--- config.mk ---
export PLATFORM = sky130hd
export DESIGN_NAME = bcd_serial_add_ctrl_flat
export DESIGN_NICKNAME = d
export VERILOG_FILES = /design/src/rtl/bcd_serial_add_ctrl_if.sv /design/src/rtl/bcd_serial_add_ctrl.sv /design/src/flat_wrapper.sv
export SDC_FILE = /design/constraint.sdc
export NUM_CORES = 1
export LEC_CHECK = 0
export CAP_MARGIN = 20
export CORE_UTILIZATION = 45
export DETAILED_ROUTE_END_ITERATION = 16
export PLACE_DENSITY_LB_ADDON = 0.25
export REMOVE_ABC_BUFFERS = 1
export SYNTH_ARGS = -nofsm -noshare
export SYNTH_HDL_FRONTEND = slang
export SYNTH_SLANG_ARGS = --single-unit
--- constraint.sdc ---
create_clock -name clk_i -period 3.6 [get_ports clk_i]
set_input_delay 0.72 -clock clk_i [delete_from_list [all_inputs] [get_ports clk_i]]
set_output_delay 0.72 -clock clk_i [all_outputs]
set_load 0.05 [all_outputs]
--- src/rtl/bcd_serial_add_ctrl_if.sv ---
// Requester-side start/done handshake for bcd_serial_add_ctrl.
// The master drives operands and start; the slave returns status and the registered result.
interface bcd_serial_add_ctrl_if #(
    parameter int unsigned DIGITS = 4
);
    logic                  start;
    logic [4*DIGITS-1:0]   a;
    logic [4*DIGITS-1:0]   b;
    logic                  cin;
    logic                  busy;
    logic                  done;
    logic [4*DIGITS-1:0]   sum;
    logic                  cout;
    logic                  err;

    modport master (
        output start, a, b, cin,
        input  busy, done, sum, cout, err
    );

    modport slave (
        input  start, a, b, cin,
        output busy, done, sum, cout, err
    );
endinterface

--- src/rtl/bcd_serial_add_ctrl.sv ---
// Serial packed-BCD adder sequencer driving one external decimal digit adder, LSD first.
// Optional macro BCD_CHECK_EN: reject operands holding a digit > 9 (err=1, sum=0, no RUN).
module bcd_serial_add_ctrl #(
    parameter int unsigned DIGITS = 4
) (
    input  logic                clk_i,
    input  logic                rst_i,
    bcd_serial_add_ctrl_if.slave req,
    output logic [3:0]          dig_a_o,
    output logic [3:0]          dig_b_o,
    output logic                dig_cin_o,
    input  logic [3:0]          dig_s_i,
    input  logic                dig_cout_i
);
    localparam int unsigned W    = 4 * DIGITS;
    localparam int unsigned IdxW = $clog2(DIGITS);

    typedef enum logic [1:0] {StIdle, StRun, StDone} state_e;

    state_e            state_q, state_d;
    logic [IdxW-1:0]   idx_q, idx_d;
    logic [W-1:0]      a_q, a_d;
    logic [W-1:0]      b_q, b_d;
    logic              carry_q, carry_d;
    logic [W-1:0]      sum_q, sum_d;
    logic              cout_q, cout_d;
    logic              accept;
    logic              last;
    logic              skip_run;

`ifdef BCD_CHECK_EN
    logic err_q, err_d;
    logic bad_digit;

    always_comb begin
        bad_digit = 1'b0;
        for (int unsigned i = 0; i < DIGITS; i++) begin
            if (req.a[4*i +: 4] > 4'd9 || req.b[4*i +: 4] > 4'd9) bad_digit = 1'b1;
        end
    end
    assign skip_run = bad_digit;
`else
    assign skip_run = 1'b0;
`endif

    // Start is only honoured when no operation is in flight.
    assign accept = req.start && (state_q == StIdle || state_q == StDone);
    assign last   = (idx_q == IdxW'(DIGITS - 1));

    always_ff @(posedge clk_i) begin
        if (rst_i) begin
            state_q <= StIdle;
            idx_q   <= '0;
            a_q     <= '0;
            b_q     <= '0;
            carry_q <= 1'b0;
            sum_q   <= '0;
            cout_q  <= 1'b0;
`ifdef BCD_CHECK_EN
            err_q   <= 1'b0;
`endif
        end else begin
            state_q <= state_d;
            idx_q   <= idx_d;
            a_q     <= a_d;
            b_q     <= b_d;
            carry_q <= carry_d;
            sum_q   <= sum_d;
            cout_q  <= cout_d;
`ifdef BCD_CHECK_EN
            err_q   <= err_d;
`endif
        end
    end

    always_comb begin
        state_d = state_q;
        idx_d   = idx_q;
        a_d     = a_q;
        b_d     = b_q;
        carry_d = carry_q;
        sum_d   = sum_q;
        cout_d  = cout_q;
`ifdef BCD_CHECK_EN
        err_d   = err_q;
`endif
        unique case (state_q)
            StIdle, StDone: begin
                if (accept) begin
                    state_d = skip_run ? StDone : StRun;
                    a_d     = req.a;
                    b_d     = req.b;
                    carry_d = req.cin;
                    idx_d   = '0;
                    sum_d   = '0;
                    cout_d  = 1'b0;
`ifdef BCD_CHECK_EN
                    err_d   = bad_digit;
`endif
                end else begin
                    state_d = StIdle;
                end
            end
            StRun: begin
                sum_d[4*idx_q +: 4] = dig_s_i;
                carry_d             = dig_cout_i;
                idx_d               = idx_q + 1'b1;
                if (last) begin
                    cout_d  = dig_cout_i;
                    idx_d   = '0;
                    state_d = StDone;
                end
            end
            default: state_d = StIdle;
        endcase
    end

    always_comb begin
        req.busy  = (state_q == StRun);
        req.done  = (state_q == StDone);
        req.sum   = sum_q;
        req.cout  = cout_q;
`ifdef BCD_CHECK_EN
        req.err   = err_q;
`else
        req.err   = 1'b0;
`endif
        dig_a_o   = 4'd0;
        dig_b_o   = 4'd0;
        dig_cin_o = 1'b0;
        if (state_q == StRun) begin
            dig_a_o   = a_q[4*idx_q +: 4];
            dig_b_o   = b_q[4*idx_q +: 4];
            dig_cin_o = carry_q;
        end
    end
endmodule

--- src/flat_wrapper.sv ---
// flat-port wrapper written by rule: the top's interface ports become plain ports
module bcd_serial_add_ctrl_flat 
#(
    parameter int unsigned DIGITS = 4
)
  (clk_i, rst_i, dig_a_o, dig_b_o, dig_cin_o, dig_s_i, dig_cout_i, req_start, req_a, req_b, req_cin, req_busy, req_done, req_sum, req_cout, req_err);
  bcd_serial_add_ctrl_if #(.DIGITS(DIGITS)) req_i ();
  input  logic clk_i;
  input  logic rst_i;
  output logic [3:0] dig_a_o;
  output logic [3:0] dig_b_o;
  output logic dig_cin_o;
  input  logic [3:0] dig_s_i;
  input  logic dig_cout_i;
  input wire logic [$bits(req_i.start)-1:0] req_start;
  input wire logic [$bits(req_i.a)-1:0] req_a;
  input wire logic [$bits(req_i.b)-1:0] req_b;
  input wire logic [$bits(req_i.cin)-1:0] req_cin;
  output wire logic [$bits(req_i.busy)-1:0] req_busy;
  output wire logic [$bits(req_i.done)-1:0] req_done;
  output wire logic [$bits(req_i.sum)-1:0] req_sum;
  output wire logic [$bits(req_i.cout)-1:0] req_cout;
  output wire logic [$bits(req_i.err)-1:0] req_err;
  assign req_i.start = req_start;
  assign req_i.a = req_a;
  assign req_i.b = req_b;
  assign req_i.cin = req_cin;
  assign req_busy = req_i.busy;
  assign req_done = req_i.done;
  assign req_sum = req_i.sum;
  assign req_cout = req_i.cout;
  assign req_err = req_i.err;
  bcd_serial_add_ctrl #(.DIGITS(DIGITS)) u_core (.clk_i(clk_i), .rst_i(rst_i), .req(req_i), .dig_a_o(dig_a_o), .dig_b_o(dig_b_o), .dig_cin_o(dig_cin_o), .dig_s_i(dig_s_i), .dig_cout_i(dig_cout_i));
endmodule
* After elaboration in Yosys (flattened, before gate mapping)
Index checks and enable logic that the tools add are counted.
** Cells by class
- Add/subtract/negate cells :: 2
- Equal/unequal tests :: 5
- Shift operators :: 4
- Multiplexer cells :: 17
- Reduce and logical (&&, ||, !) cells :: 8
** Operator list (number)
- $neg 4->34 :: 1
- $shift 4x34->16 const A :: 1
- $shiftx 4x34->16 :: 1
- $pmux 16 s2 :: 1
- $shiftx 16x5->4 :: 2
- $bwmux 16 :: 1
- $mux 16 :: 1
- $mux 4 :: 2
- $pmux 2 s2 :: 2
- $mux 2 :: 3
- $mux 1 :: 5
- $eq 2x2->1 const B :: 2
- $ne 2x1->1 const B :: 2
- $pmux 1 s2 :: 2
- $reduce_and 2->1 :: 2
- $reduce_and 3->1 :: 1
- $add 2x1->2 const B :: 1
- $eq 2x1->1 const B :: 1
- $logic_not 2->1 :: 1
- $reduce_bool 2->1 :: 1
- $reduce_or 2->1 :: 1
- $logic_and 1x1->1 :: 1
- $logic_or 1x1->1 :: 1
** Word-level totals
- Register bits after elaboration :: 54
- Bits of input ports :: 41
- Output and inout bits :: 29

* Depth between registers and ports, before layout
- Depth after elaboration :: 5
- Mapped depth :: 7
- Depth with buffers taken out :: 5

* Worst setup path after synthesis
Ideal clock, no wire load.
- Path kind :: flip-flop to output port
- Start point :: reg u_core.state_q[0]
- End point :: out dig_a_o[0]
- Arrival time :: 1677 ps
- Slack :: 1203 ps
- Cell stages (with the launch flop) :: 5
- Buffers on the path :: 1
- Cells stage by stage :: dfxtp_1 > nand2b_4 > inv_4 > clkbuf_1 > and2_1
** Between the ends
- Word-level cells in the longest chain between the ends :: 2
** RTL lines
- from (decl) :: line bcd_serial_add_ctrl.sv:20 : state_e state_q, state_d;
- from (signal assigned) :: line bcd_serial_add_ctrl.sv:52 : state_q <= StIdle;
- from (signal assigned) :: line bcd_serial_add_ctrl.sv:63 : state_q <= state_d;
- $eq 2x1->1
- net req_busy :: line flat_wrapper.sv:19 : output wire logic [$bits(req_i.busy)-1:0] req_busy;
- $mux 4 :: line bcd_serial_add_ctrl.sv:131 : if (state_q == StRun) begin
- to (decl) :: line flat_wrapper.sv:10 : output logic [3:0] dig_a_o;
The timed path passes the listed nets, and every way through them passes these cells.

* Worst setup path in the final report
- Start point :: reg u_core.idx_q[0]
- End point :: out dig_b_o[0]
** Between the ends
- Word-level cells in the longest chain between the ends :: 2
** RTL lines
- from (decl) :: line bcd_serial_add_ctrl.sv:21 : logic [IdxW-1:0] idx_q, idx_d;
- from (signal assigned) :: line bcd_serial_add_ctrl.sv:64 : idx_q <= idx_d;
- $shiftx 16x5->4 :: line bcd_serial_add_ctrl.sv:133 : dig_b_o = b_q[4*idx_q +: 4];
- $mux 4 :: line bcd_serial_add_ctrl.sv:131
- to (decl) :: line flat_wrapper.sv:11 : output logic [3:0] dig_b_o;
Every way passes these cells.

==> summary.txt <==
Outcome
  – Status: finished clean

Synthesis
  – Unique masters post-synth: 31
  – Syn Area/Cell: 9.30 sq um
  – Post-synth EDFFs: 0
  – Ys flop type: dfxtp_1
  – Ranking of synthesized cells by area: dfxtp_1, nand2_1, a21oi_1, mux4_2, a22o_1
  – Cell Area, Synth: about 2300 sq um
  – Mapped Cells: 250
  – Yosys warns: 0
  – Synth top cells by count: nand2_1, dfxtp_1, a21oi_1
  – Most frequent cell after synthesis: nand2_1
  – Top cell type by total area after synthesis: dfxtp_1
  – Async S/R FF share, synth: 0%
  – #FFs+latches synth: 54
  – Synth top area share: between 40 and 50%
  – Seq/Total Area, Yosys: between 40 and 50%

Timing
  – Fin Clk Skew: between 0.004 and 0.005 ns
  – Count of final setup violators: 0
  – Worst setup margin: about 0.61 ns
  – Final slew viol count: 0
  – Final min period: approximately 3.0 ns
  – F_max: around 330 MHz
  – RSZ-0062 raised after global routing: no
  – Post-route setup TNS: 0 ns
  – Max_slew headroom: a little under three fifths
  – Worst slew pin tran: approximately 0.66 ns
  – Final Hold Vio Count: 0
  – Fin crit share: roughly 83%

Placement
  – Post-DP HPWL: 3510 microns
  – Pre-CTS WS: 0.932 ns
  – Gpl congestion: approximately 0.76
  – Port buffer count: 68

Pwr
  – Combinational share of power: roughly 17%
  – Power Internal: approximately 0.00093 W
  – LEAKAGE: approximately 1.1 nW
  – Clock power frac: a little under a third
  – Worst-case vdd ir drop: about 0.26 mV
  – Seq pwr share: 51.3%
  – Psw: around 0.00032 W
  – Power Density: between 300 and 400 nW/um^2
  – Switching portion of total power: around 26%

Clock tree
  – Postcts setup bufs: 0
  – Num CTS Buffers: 5
  – Later-pin clock latency in the skew report: 0.30 ns
  – CTS Hold Bufs: 0
  – Clock Pin Slew Worst Setup and Hold Paths: ~0.09 ns
  – PostCTS Resize Cnt: 0
  – CTS tree: yes
  – Root Buffer: clkbuf_8
  – # clock sinks: 54
  – H-tree levels: 2
  – Longest Clk Path Bufs: 2

Layout
  – Area delta synth->final: 35.0%
  – Multi-input logic area: around 1100 sq um
  – ANT cells: 0
  – Share of cells above drive strength 1: slightly below 10%
  – NumNets Final: roughly 360
  – Register area: between 1000 and 1500 sq um
  – Filler cells: ~440

Die
  – Die area: 5460 sq um
  – Initial Util: a little under half
  – Core outline area: between 4000 and 5000 sq um
  – Row Count: 25
  – Die Wd: ~74 microns
  – # IOs: 70
  – Die Y: between 70 and 80 microns

Drt
  – Drc violations: 0
  – Vias per cell: a little over 5
  – Drt wl/cell: about 13 microns
  – Antenna Nets Post-Route: 0
  – DRT Pass-1 Iters: 5
  – DR iter-0 viols: just over 90
  – Final WL: between 4000 and 5000 microns
  – Vias: ~1.9k

Worst setup path
  – CP Class: reg -> out
  – Worst r2r src: u_core.idx_q[1]
  – Crit path max fanout: 8
  – Crit end category: output port
  – CP Data Required Time: between 2 and 3 ns
  – Worst setup SP type: flop
  – Flop-to-flop setup slack: about 1.7 ns
  – CP Launch Point: u_core.idx_q[0]
  – Critical path arrival: between 2 and 2.5 ns

Flow run
  – Max cap viols: 0

Global routing
  – Total gr overflow: 0
  – Largest net degree at the start of global routing: 32
  – Vias in the first global route: between 1.5k and 2k
  – GRT Total Usage: ~20%
  – Initial antenna violation count: 0
  – First-pass GRT wire length: 8200 microns

Min path
  – Hold Startpoint: u_core.a_q[11]
  – Hold/Removal Path Class: reg -> reg
[per-layer routing]
metal | routed length [microns] | global-route usage, % | part of all wire [%] | vias up
met5 | 0 | 0 | 0 | -
li1 | - | - | - | 978
met1 | 2140 | 24.5 | 43 | 887
met2 | 2460 | 34.5 | 50 | 63
met4 | 25 | 7.91 | 0.51 | 0
met3 | 307 | 4.39 | 6.2 | 2
[layout by cell type (no fill, tap or decap), types with 2 or more instances in the layout]
| master | Yosys | layout |
|---|---|---|
| clkdlybuf4s50_1 | 0 | 67 |
| nand2_1 | 65 | 65 |
| dfxtp_1 | 54 | 54 |
| a21oi_1 | 38 | 38 |
| a22o_1 | 12 | 12 |
| and2_1 | 9 | 9 |
| mux4_2 | 8 | 8 |
| nand3_1 | 8 | 8 |
| ha_1 | 6 | 6 |
| clkbuf_8 | 0 | 5 |
| buf_4 | 1 | 5 |
| nand4_1 | 4 | 4 |
| nor2_1 | 3 | 3 |
| inv_1 | 2 | 2 |
| and4_1 | 2 | 2 |
| a211oi_4 | 2 | 2 |
| nand3b_1 | 2 | 2 |
| a31oi_1 | 2 | 2 |
| clkinv_2 | 0 | 2 |
[sequential cells by signal, summed over array words and instances (netlist names)]
register         count
u_core.req.cout      1
u_core.a_q          16
u_core.state_q       2
u_core.req.sum      16
u_core.carry_q       1
u_core.b_q          16
u_core.idx_q         2
[logic make-up (layout without fill, tap and decap cells)]
group                    after synthesis  in the layout  share of synthesized area [%]
flip-flops                            54             54                           46.5
adder cells (fa/ha/maj)                6              6                           3.23
buffers and inverters                 23             85                           5.49
multiplexers                           8              8                           7.75
AND/OR/NAND/NOR                      101            101                           20.8
AO/OA/AOI/OAI                         57             57                           16.1
other                                  1              1                          0.161
[final timing paths]
check / end / cells past startpoint
worst min-delay path: u_core.a_q[11] / 2
worst max register to register: u_core.req.sum[10] / 5
worst min register to register: u_core.a_q[11] / 2
worst max-delay path: dig_b_o[0] / 4
[per-stage QoR]
stage / total power (W) / instances / hold WS (ns) / util [%] / cell area, sq um
2_1_floorplan: 0.000767 / 230 / 0.427 / - / 2210
3_3_place_gp: 0.000862 / 370 / 0.439 / 62.2 / 3020
3_5_place_dp: 0.000865 / 370 / 0.446 / 62.2 / 3020
4_1_cts: 0.00126 / 378 / 0.459 / 64.5 / 3130
5_1_grt: 0.00131 / 379 / 0.480 / 64.8 / 3140
6_report: 0.00125 / 379 / 0.455 / 64.8 / 3140
[cell type report]
| cell class | count | area share [%] |
|---|---|---|
| multi-input combinational | 173 | 35.8 |
| sequential | 54 | 34.4 |
| timing repair buffer | 74 | 23.2 |
| tap | 67 | 2.67 |
| clock buffer | 5 | 2.19 |
| clock inverter | 3 | 1.27 |
| inverter | 3 | 0.438 |
[worst max-delay path, cell delays in order (launching register included)]
cell             delay (ns)
dfxtp_1                0.38
buf_4                  0.21
mux4_2                 0.50
and2_1                 0.18
clkdlybuf4s50_1        0.70
[power groups by stage]
stage	sequential, W	combinational, W	clock [W]
6_report	0.000641	0.000211	0.000397
5_1_grt	0.000645	0.000232	0.000429
4_1_cts	0.000641	0.000211	0.000407
3_5_place_dp	0.000655	0.000211	0
3_3_place_gp	0.000654	0.000209	0
2_1_floorplan	0.000662	0.000106	0
Power figures use the tool's default switching activity.
